===== src/rtl/dac_frame_scheduler_pkg.sv =====
// Shared types and constants for the DAC frame scheduler.
package dac_frame_scheduler_pkg;

   // Scheduler FSM states
   typedef enum logic [2:0] {
      S_IDLE,
      S_LAUNCH,
      S_WAIT_HI,
      S_WAIT_LO,
      S_GAP
   } sched_state_e;

   // Minimum width of the shared gap/timeout counter (MIN_GAP is limited to 255)
   localparam int CNT_MIN_W  = 8;
   // Width of the frame and overrun status counters
   localparam int STAT_CNT_W = 16;

endpackage


===== src/rtl/dac_frame_scheduler_slot.sv =====
// One channel slot: latest sample, fresh flag and overrun detection.
module dac_frame_scheduler_slot #(
   parameter int DATA_W = 16
) (
   input  logic              clk,
   input  logic              rst_n,
   input  logic              valid,
   input  logic [DATA_W-1:0] din,
   input  logic              consume,
   output logic [DATA_W-1:0] hold,
   output logic              pending,
   output logic              overrun
);

   // Latch new samples; a strobe in the launch cycle wins over the clear
   always_ff @(posedge clk or negedge rst_n) begin
      if (!rst_n) begin
         hold    <= '0;
         pending <= 1'b0;
      end else begin
         if (valid) begin
            hold    <= din;
            pending <= 1'b1;
         end else if (consume) begin
            pending <= 1'b0;
         end
      end
   end

   // A fresh sample is lost only if it was never handed to a frame
   assign overrun = valid & pending & ~consume;

endmodule


===== src/rtl/dac_frame_scheduler.sv =====
// Collects per-channel samples and launches one frame at a time into the
// shared DAC serializer, pacing launches on its busy handshake.
module dac_frame_scheduler
   import dac_frame_scheduler_pkg::*;
#(
   parameter int N_CH        = 4,
   parameter int DATA_W      = 16,
   parameter int MIN_GAP     = 8,
   parameter int ACK_TIMEOUT = 64
) (
   input  logic                       clk,
   input  logic                       reset_n,
   input  logic                       enable,
   input  logic [N_CH-1:0]            ch_mask,
   input  logic [N_CH*DATA_W-1:0]     ch_data,
   input  logic [N_CH-1:0]            ch_valid,
   input  logic                       dac_busy,
   output logic                       dac_start,
   output logic [N_CH*DATA_W-1:0]     dac_data,
   output logic [STAT_CNT_W-1:0]      frame_count,
   output logic [STAT_CNT_W-1:0]      overrun_count,
   output logic                       timeout_err,
   output logic                       sched_idle
);

   localparam int CNT_W = ($clog2(ACK_TIMEOUT) + 1 > CNT_MIN_W) ?
                          $clog2(ACK_TIMEOUT) + 1 : CNT_MIN_W;
   localparam int OVR_W = $clog2(N_CH + 1);
   localparam logic [DATA_W-1:0] MIDSCALE = {1'b1, {(DATA_W-1){1'b0}}};

   logic [1:0]                    rst_pipe;
   logic                          rst_sync_n;
   sched_state_e                  state_q, state_d;
   logic [CNT_W-1:0]              cnt_q, cnt_d;
   logic                          launch_go;
   logic                          timeout_set;
   logic [N_CH-1:0][DATA_W-1:0]   hold;
   logic [N_CH-1:0]               pending;
   logic [N_CH-1:0]               overrun;
   logic [N_CH-1:0]               consume;
   logic [OVR_W-1:0]              ovr_inc;
   logic [STAT_CNT_W:0]           ovr_sum;

   // Reset asserts immediately, releases two edges later in the clk domain
   always_ff @(posedge clk or negedge reset_n) begin
      if (!reset_n) rst_pipe <= '0;
      else          rst_pipe <= {rst_pipe[0], 1'b1};
   end
   assign rst_sync_n = rst_pipe[1];

   // Masked slots are consumed on the edge that enters LAUNCH
   assign consume = launch_go ? ch_mask : '0;

   for (genvar i = 0; i < N_CH; i++) begin : g_slot
      dac_frame_scheduler_slot #(.DATA_W(DATA_W)) u_slot (
         .clk     (clk),
         .rst_n   (rst_sync_n),
         .valid   (ch_valid[i]),
         .din     (ch_data[i*DATA_W +: DATA_W]),
         .consume (consume[i]),
         .hold    (hold[i]),
         .pending (pending[i]),
         .overrun (overrun[i])
      );
   end

   // FSM state and shared gap/timeout counter
   always_ff @(posedge clk or negedge rst_sync_n) begin
      if (!rst_sync_n) begin
         state_q <= S_IDLE;
         cnt_q   <= '0;
      end else begin
         state_q <= state_d;
         cnt_q   <= cnt_d;
      end
   end

   // Next-state: launch when every masked channel is fresh, then track busy
   always_comb begin
      state_d     = state_q;
      cnt_d       = cnt_q;
      launch_go   = 1'b0;
      timeout_set = 1'b0;
      case (state_q)
         S_IDLE: begin
            if (enable && (ch_mask != '0) && ((pending & ch_mask) == ch_mask)) begin
               launch_go = 1'b1;
               state_d   = S_LAUNCH;
            end
         end
         S_LAUNCH: begin
            state_d = S_WAIT_HI;
            cnt_d   = '0;
         end
         S_WAIT_HI: begin
            // timeout_err lands exactly ACK_TIMEOUT cycles after dac_start
            if (dac_busy) begin
               state_d = S_WAIT_LO;
            end else if (cnt_q == CNT_W'(ACK_TIMEOUT - 2)) begin
               timeout_set = 1'b1;
               state_d     = S_IDLE;
            end else begin
               cnt_d = cnt_q + CNT_W'(1);
            end
         end
         S_WAIT_LO: begin
            // the cycle where busy is seen low counts as the first idle cycle
            if (!dac_busy) begin
               state_d = S_GAP;
               cnt_d   = CNT_W'(1);
            end
         end
         S_GAP: begin
            if (cnt_q >= CNT_W'(MIN_GAP - 1)) state_d = S_IDLE;
            else                             cnt_d   = cnt_q + CNT_W'(1);
         end
         default: state_d = S_IDLE;
      endcase
   end

   // Number of slots overwritten this cycle
   always_comb begin
      ovr_inc = '0;
      for (int i = 0; i < N_CH; i++) ovr_inc = ovr_inc + OVR_W'(overrun[i]);
      ovr_sum = {1'b0, overrun_count} + (STAT_CNT_W+1)'(ovr_inc);
   end

   // Registered launch outputs and status counters
   always_ff @(posedge clk or negedge rst_sync_n) begin
      if (!rst_sync_n) begin
         dac_start     <= 1'b0;
         dac_data      <= {N_CH{MIDSCALE}};
         frame_count   <= '0;
         overrun_count <= '0;
         timeout_err   <= 1'b0;
      end else begin
         dac_start     <= launch_go;
         overrun_count <= ovr_sum[STAT_CNT_W] ? '1 : ovr_sum[STAT_CNT_W-1:0];
         if (launch_go) begin
            frame_count <= frame_count + STAT_CNT_W'(1);
            for (int i = 0; i < N_CH; i++) begin
               if (ch_mask[i]) dac_data[i*DATA_W +: DATA_W] <= hold[i] ^ MIDSCALE;
            end
         end
         if (timeout_set) timeout_err <= 1'b1;
      end
   end

   assign sched_idle = (state_q == S_IDLE);

endmodule


===== config.mk =====
export PLATFORM = sky130hd
export DESIGN_NAME = dac_frame_scheduler
export DESIGN_NICKNAME = d
export VERILOG_FILES = /design/src/rtl/dac_frame_scheduler_pkg.sv /design/src/rtl/dac_frame_scheduler_slot.sv /design/src/rtl/dac_frame_scheduler.sv
export SDC_FILE = /design/constraint.sdc
export NUM_CORES = 1
export LEC_CHECK = 0
export BUFFER_PORTS_ARGS = -buffer_cell sky130_fd_sc_hd__buf_2
export CORE_UTILIZATION = 40
export CTS_CLUSTER_SIZE = 25
export DETAILED_ROUTE_END_ITERATION = 12
export SLEW_MARGIN = 40
export SYNTH_ARGS = -nofsm -noshare
export SYNTH_HDL_FRONTEND = slang
export SYNTH_SLANG_ARGS = --single-unit

===== constraint.sdc =====
create_clock -name clk -period 6.6 [get_ports clk]
set_input_delay 1.32 -clock clk [delete_from_list [all_inputs] [get_ports clk]]
set_output_delay 1.32 -clock clk [all_outputs]
set_load 0.01 [all_outputs]

==> results.py <==
metrics = {
    "setup_path": {
        "cp-start-kind": "primary input",
        "path_class": "primary input to flop",
        "timing.rr.start": "g_slot[3].u_slot.pending$_DFFE_PN0P_",
        "cp.required_ns": 6.94,
        "r2r-end": "overrun_count[1]$_DFF_PN0_",
        "r2r_slack_ns": 2.20,
        "ff2ff_path_depth": 13,
        "crit_path_end_kind": "flop",
        "arrival_ns": 5.37,
        "cp_max_fo": 18,
    },
    "detailed_routing": {
        "drt-total-wl_um": 15100,
        "vias": 4640,
        "first_pass_iters": 4,
        "drc": 0,
        "drt_first_iter_violations": 263,
        "vias_per_cell": 5.02,
        "antenna_left": 0,
        "wl_per_cell_um": 16.3,
    },
    "clock_tree": {
        "cts_made_buffers": 17,
        "cts.sinks": 179,
        "cts.clk_slew.worst_paths_ns": 0.06,
        "cts_hold_buf": 0,
        "ctsResizeCount": 0,
        "tritoncts": "built",
        "clkLatencyLatePin_ns": 0.43,
        "cts-root-buf": "clkbuf_16",
        "postCtsSetupBuffers": 0,
        "htreeDepth": 4,
        "clockBufferDepth": 2,
    },
    "sta": {
        "fmax_mhz": 199,
        "fin_ws_ns": 1.57,
        "rsz0062_at_grt": "no",
        "tightest_slew_ns": 0.805,
        "slew_violations": 0,
        "finalHoldViolations": 0,
        "fin_worst_skew_ns": 0.0125,
        "final-setup-viol-count": 0,
        "max-slew-margin-rel_pct": 46.2,
        "tns_ns": 0,
        "period_share_pct": 76.1,
        "hold_ws_ns": 0.355,
        "finalCriticalPeriod_ns": 5.03,
    },
    "placement": {
        "portBuffers": 174,
        "pre_cts_slack_ns": 1.13,
        "hpwl_um": 10900,
        "dp_cells": 893,
        "gp_congestion": 0.767,
    },
    "synthesis": {
        "ys_ff_latch": 179,
        "ys_warn_count": 0,
        "syn-cell-area_mm2": 0.00720,
        "synth_cells": 507,
        "syn_nets": 590,
        "synth-main-ff-cell": "dfrtp_1",
        "yosysSeqAreaShare_pct": 62.3,
        "synth_area_per_cell_um2": 14.2,
        "synth_edf_count": 0,
        "synthDistinctLibCells": 46,
        "ys_async_sr_fraction_pct": 100,
    },
    "pwr": {
        "p_per_area_mw_per_mm2": 405,
        "p_leak_nw": 4.28,
        "vdd_ir_drop_max_uv": 195,
    },
    "floorplanning": {
        "rows": 48,
        "dieArea_mm2": 0.0185,
        "ios": 175,
        "die_x_um": 136,
        "start_util_pct": 41.3,
        "core_mm2": 0.0174,
        "die_y_um": 136,
    },
    "worst_hold_path": {
        "hold_end": "rst_pipe[1]$_DFF_PN0_",
        "worstHoldStart": "rst_pipe[0]$_DFF_PN0_",
        "hold_class": "flop to flop",
        "min_path_cells": 0,
    },
    "run": {
        "maxCapViolations": 0,
    },
    "grt": {
        "track_usage_pct": 17.5,
        "grt_pass1_vias": 4925,
        "grt_overflow_total": 0,
        "grt_pass1_wl_um": 25000,
        "grt_start_max_net_pins": 64,
        "antenna_found_initial": 1,
    },
    "finish": {
        "nFillCells": 1574,
        "drive_above_1_share_pct": 49.4,
        "area_growth_pct": 23.9,
        "final_cells": 925,
        "utilization_pct": 51.2,
        "n_antenna_cell": 0,
        "layout.nets": 770,
    },
    "status": {
        "status": "completed",
    },
}
per-layer routing:
layer  GRT usage (%)  vias up  wire (um)
met5               0        -         13
met4            6.60        2        266
met3            5.59       21        931
met2            27.8      114       7320
met1            22.3     2366       6560
li1                -     2137          -
cell type report:
class | instances | area (um^2) | area share (%)
clock buffer | 20 | 437 | 4.90
clock inverter | 12 | 155 | 1.74
inverter | 14 | 52.6 | 0.589
multi-input combinational | 299 | 2610 | 29.3
sequential | 179 | 4490 | 50.3
tap | 225 | 282 | 3.16
timing repair buffer | 176 | 893 | 10.0
cells in the final DEF, fill, tap and decap left out, types with 3 or more instances in the layout:
cell type and instances:
xnor2_1 15, dfstp_2 4, nand3_1 9, nand2_2 3
fa_1 3, ha_1 4, buf_2 174, mux2i_1 4
dfrtp_1 174, clkinv_2 3, nand2_1 27, nor2b_1 4
and3_1 6, nor3_4 3, mux2_2 126, nor3_1 4
xor2_1 16, nand4_1 10, inv_1 14, nor2_1 16
o21ai_0 4, a21o_1 5, and2_1 3, clkbuf_16 17
bufinv_16 3, nand2b_1 4, a21oi_1 7, clkbuf_1 3
cell families after synthesis:
kind of cell	after synthesis	synth area share, %
other	1	0.0521
adder cells (fa/ha/maj)	7	1.53
AND/OR/NAND/NOR	101	7.81
buffers and inverters	29	1.60
multiplexers	130	20.3
flip-flops	179	62.3
XOR/XNOR	31	3.77
AO/OA/AOI/OAI	29	2.66
report_power, final:
part | internal, mW | switching (mW)
registers | 1.41 | 0.206
logic | 0.490 | 0.495
clock network | 0.597 | 0.418
cells in the mapped netlist, types with 2 or more instances:
cell,count,share of area [%]
buf_1,2,0.10
a211oi_1,2,0.21
clkbuf_1,8,0.42
dfrtp_1,175,61
ha_1,4,0.70
xnor2_1,15,1.8
nor2b_1,4,0.35
and4_1,2,0.24
nand3_1,9,0.63
nand2_1,27,1.4
o21ai_0,4,0.28
o211ai_1,2,0.21
nand2b_1,4,0.35
a21oi_1,7,0.49
nor3_4,2,0.45
xor2_1,16,1.9
inv_1,14,0.73
buf_2,5,0.35
mux2_2,126,20
nor3_1,5,0.35
mux2i_1,4,0.56
nor2_1,16,0.83
o2111ai_1,2,0.24
and2_1,3,0.26
nor4_1,2,0.17
a21o_1,5,0.52
fa_1,3,0.83
nand4_1,10,0.87
a31oi_1,2,0.17
nand2_2,3,0.26
dfstp_2,4,1.5
and3_1,6,0.52
critical path, cell delays in order:
cell and delay, ns:
buf_2 0.10, inv_1 0.07, o221ai_1 0.49, nor2_2 0.17, nand2_2 0.42, nand3_1 0.19, fa_1 0.53, fa_1 0.46
inv_1 0.09, fa_1 0.19, and3_1 0.21, nand2_1 0.07, nor2_1 0.29, nand4_1 0.52, nand2b_1 0.23
sequential cells by signal, summed over array words and instances (netlist names):
signal,cells
overrun_count,16
cnt_q,8
state_q,3
g_slot.u_slot.hold,64
dac_start,1
rst_pipe,2
timeout_err,1
g_slot.u_slot.pending,4
dac_data,64
frame_count,16
how the worst max path moves through the flow:
stage	end	slack, ns	cells after the start	from
4_1_cts	overrun_count[1]$_DFF_PN0_	1.55	15	ch_mask[3]
3_5_place_dp	overrun_count[4]$_DFF_PN0_	1.13	15	ch_mask[3]
3_3_place_gp	overrun_count[4]$_DFF_PN0_	1.45	15	ch_mask[2]
2_1_floorplan	cnt_q[0]$_DFFE_PN0P_	1.25	0	rst_pipe[1]$_DFF_PN0_
5_1_grt	overrun_count[4]$_DFF_PN0_	1.14	15	ch_mask[3]
6_report	overrun_count[1]$_DFF_PN0_	1.57	15	ch_mask[3]
stage by stage:
stage / power (mW) / area [um^2]
detailed placement: 2.64 / 8320
finish: 3.61 / 8920
global route: 3.84 / 8920
floorplan: 2.20 / 7200
CTS: 3.67 / 8910
global placement: 2.60 / 8310
Note: power is estimated with default switching activity, not from simulation.
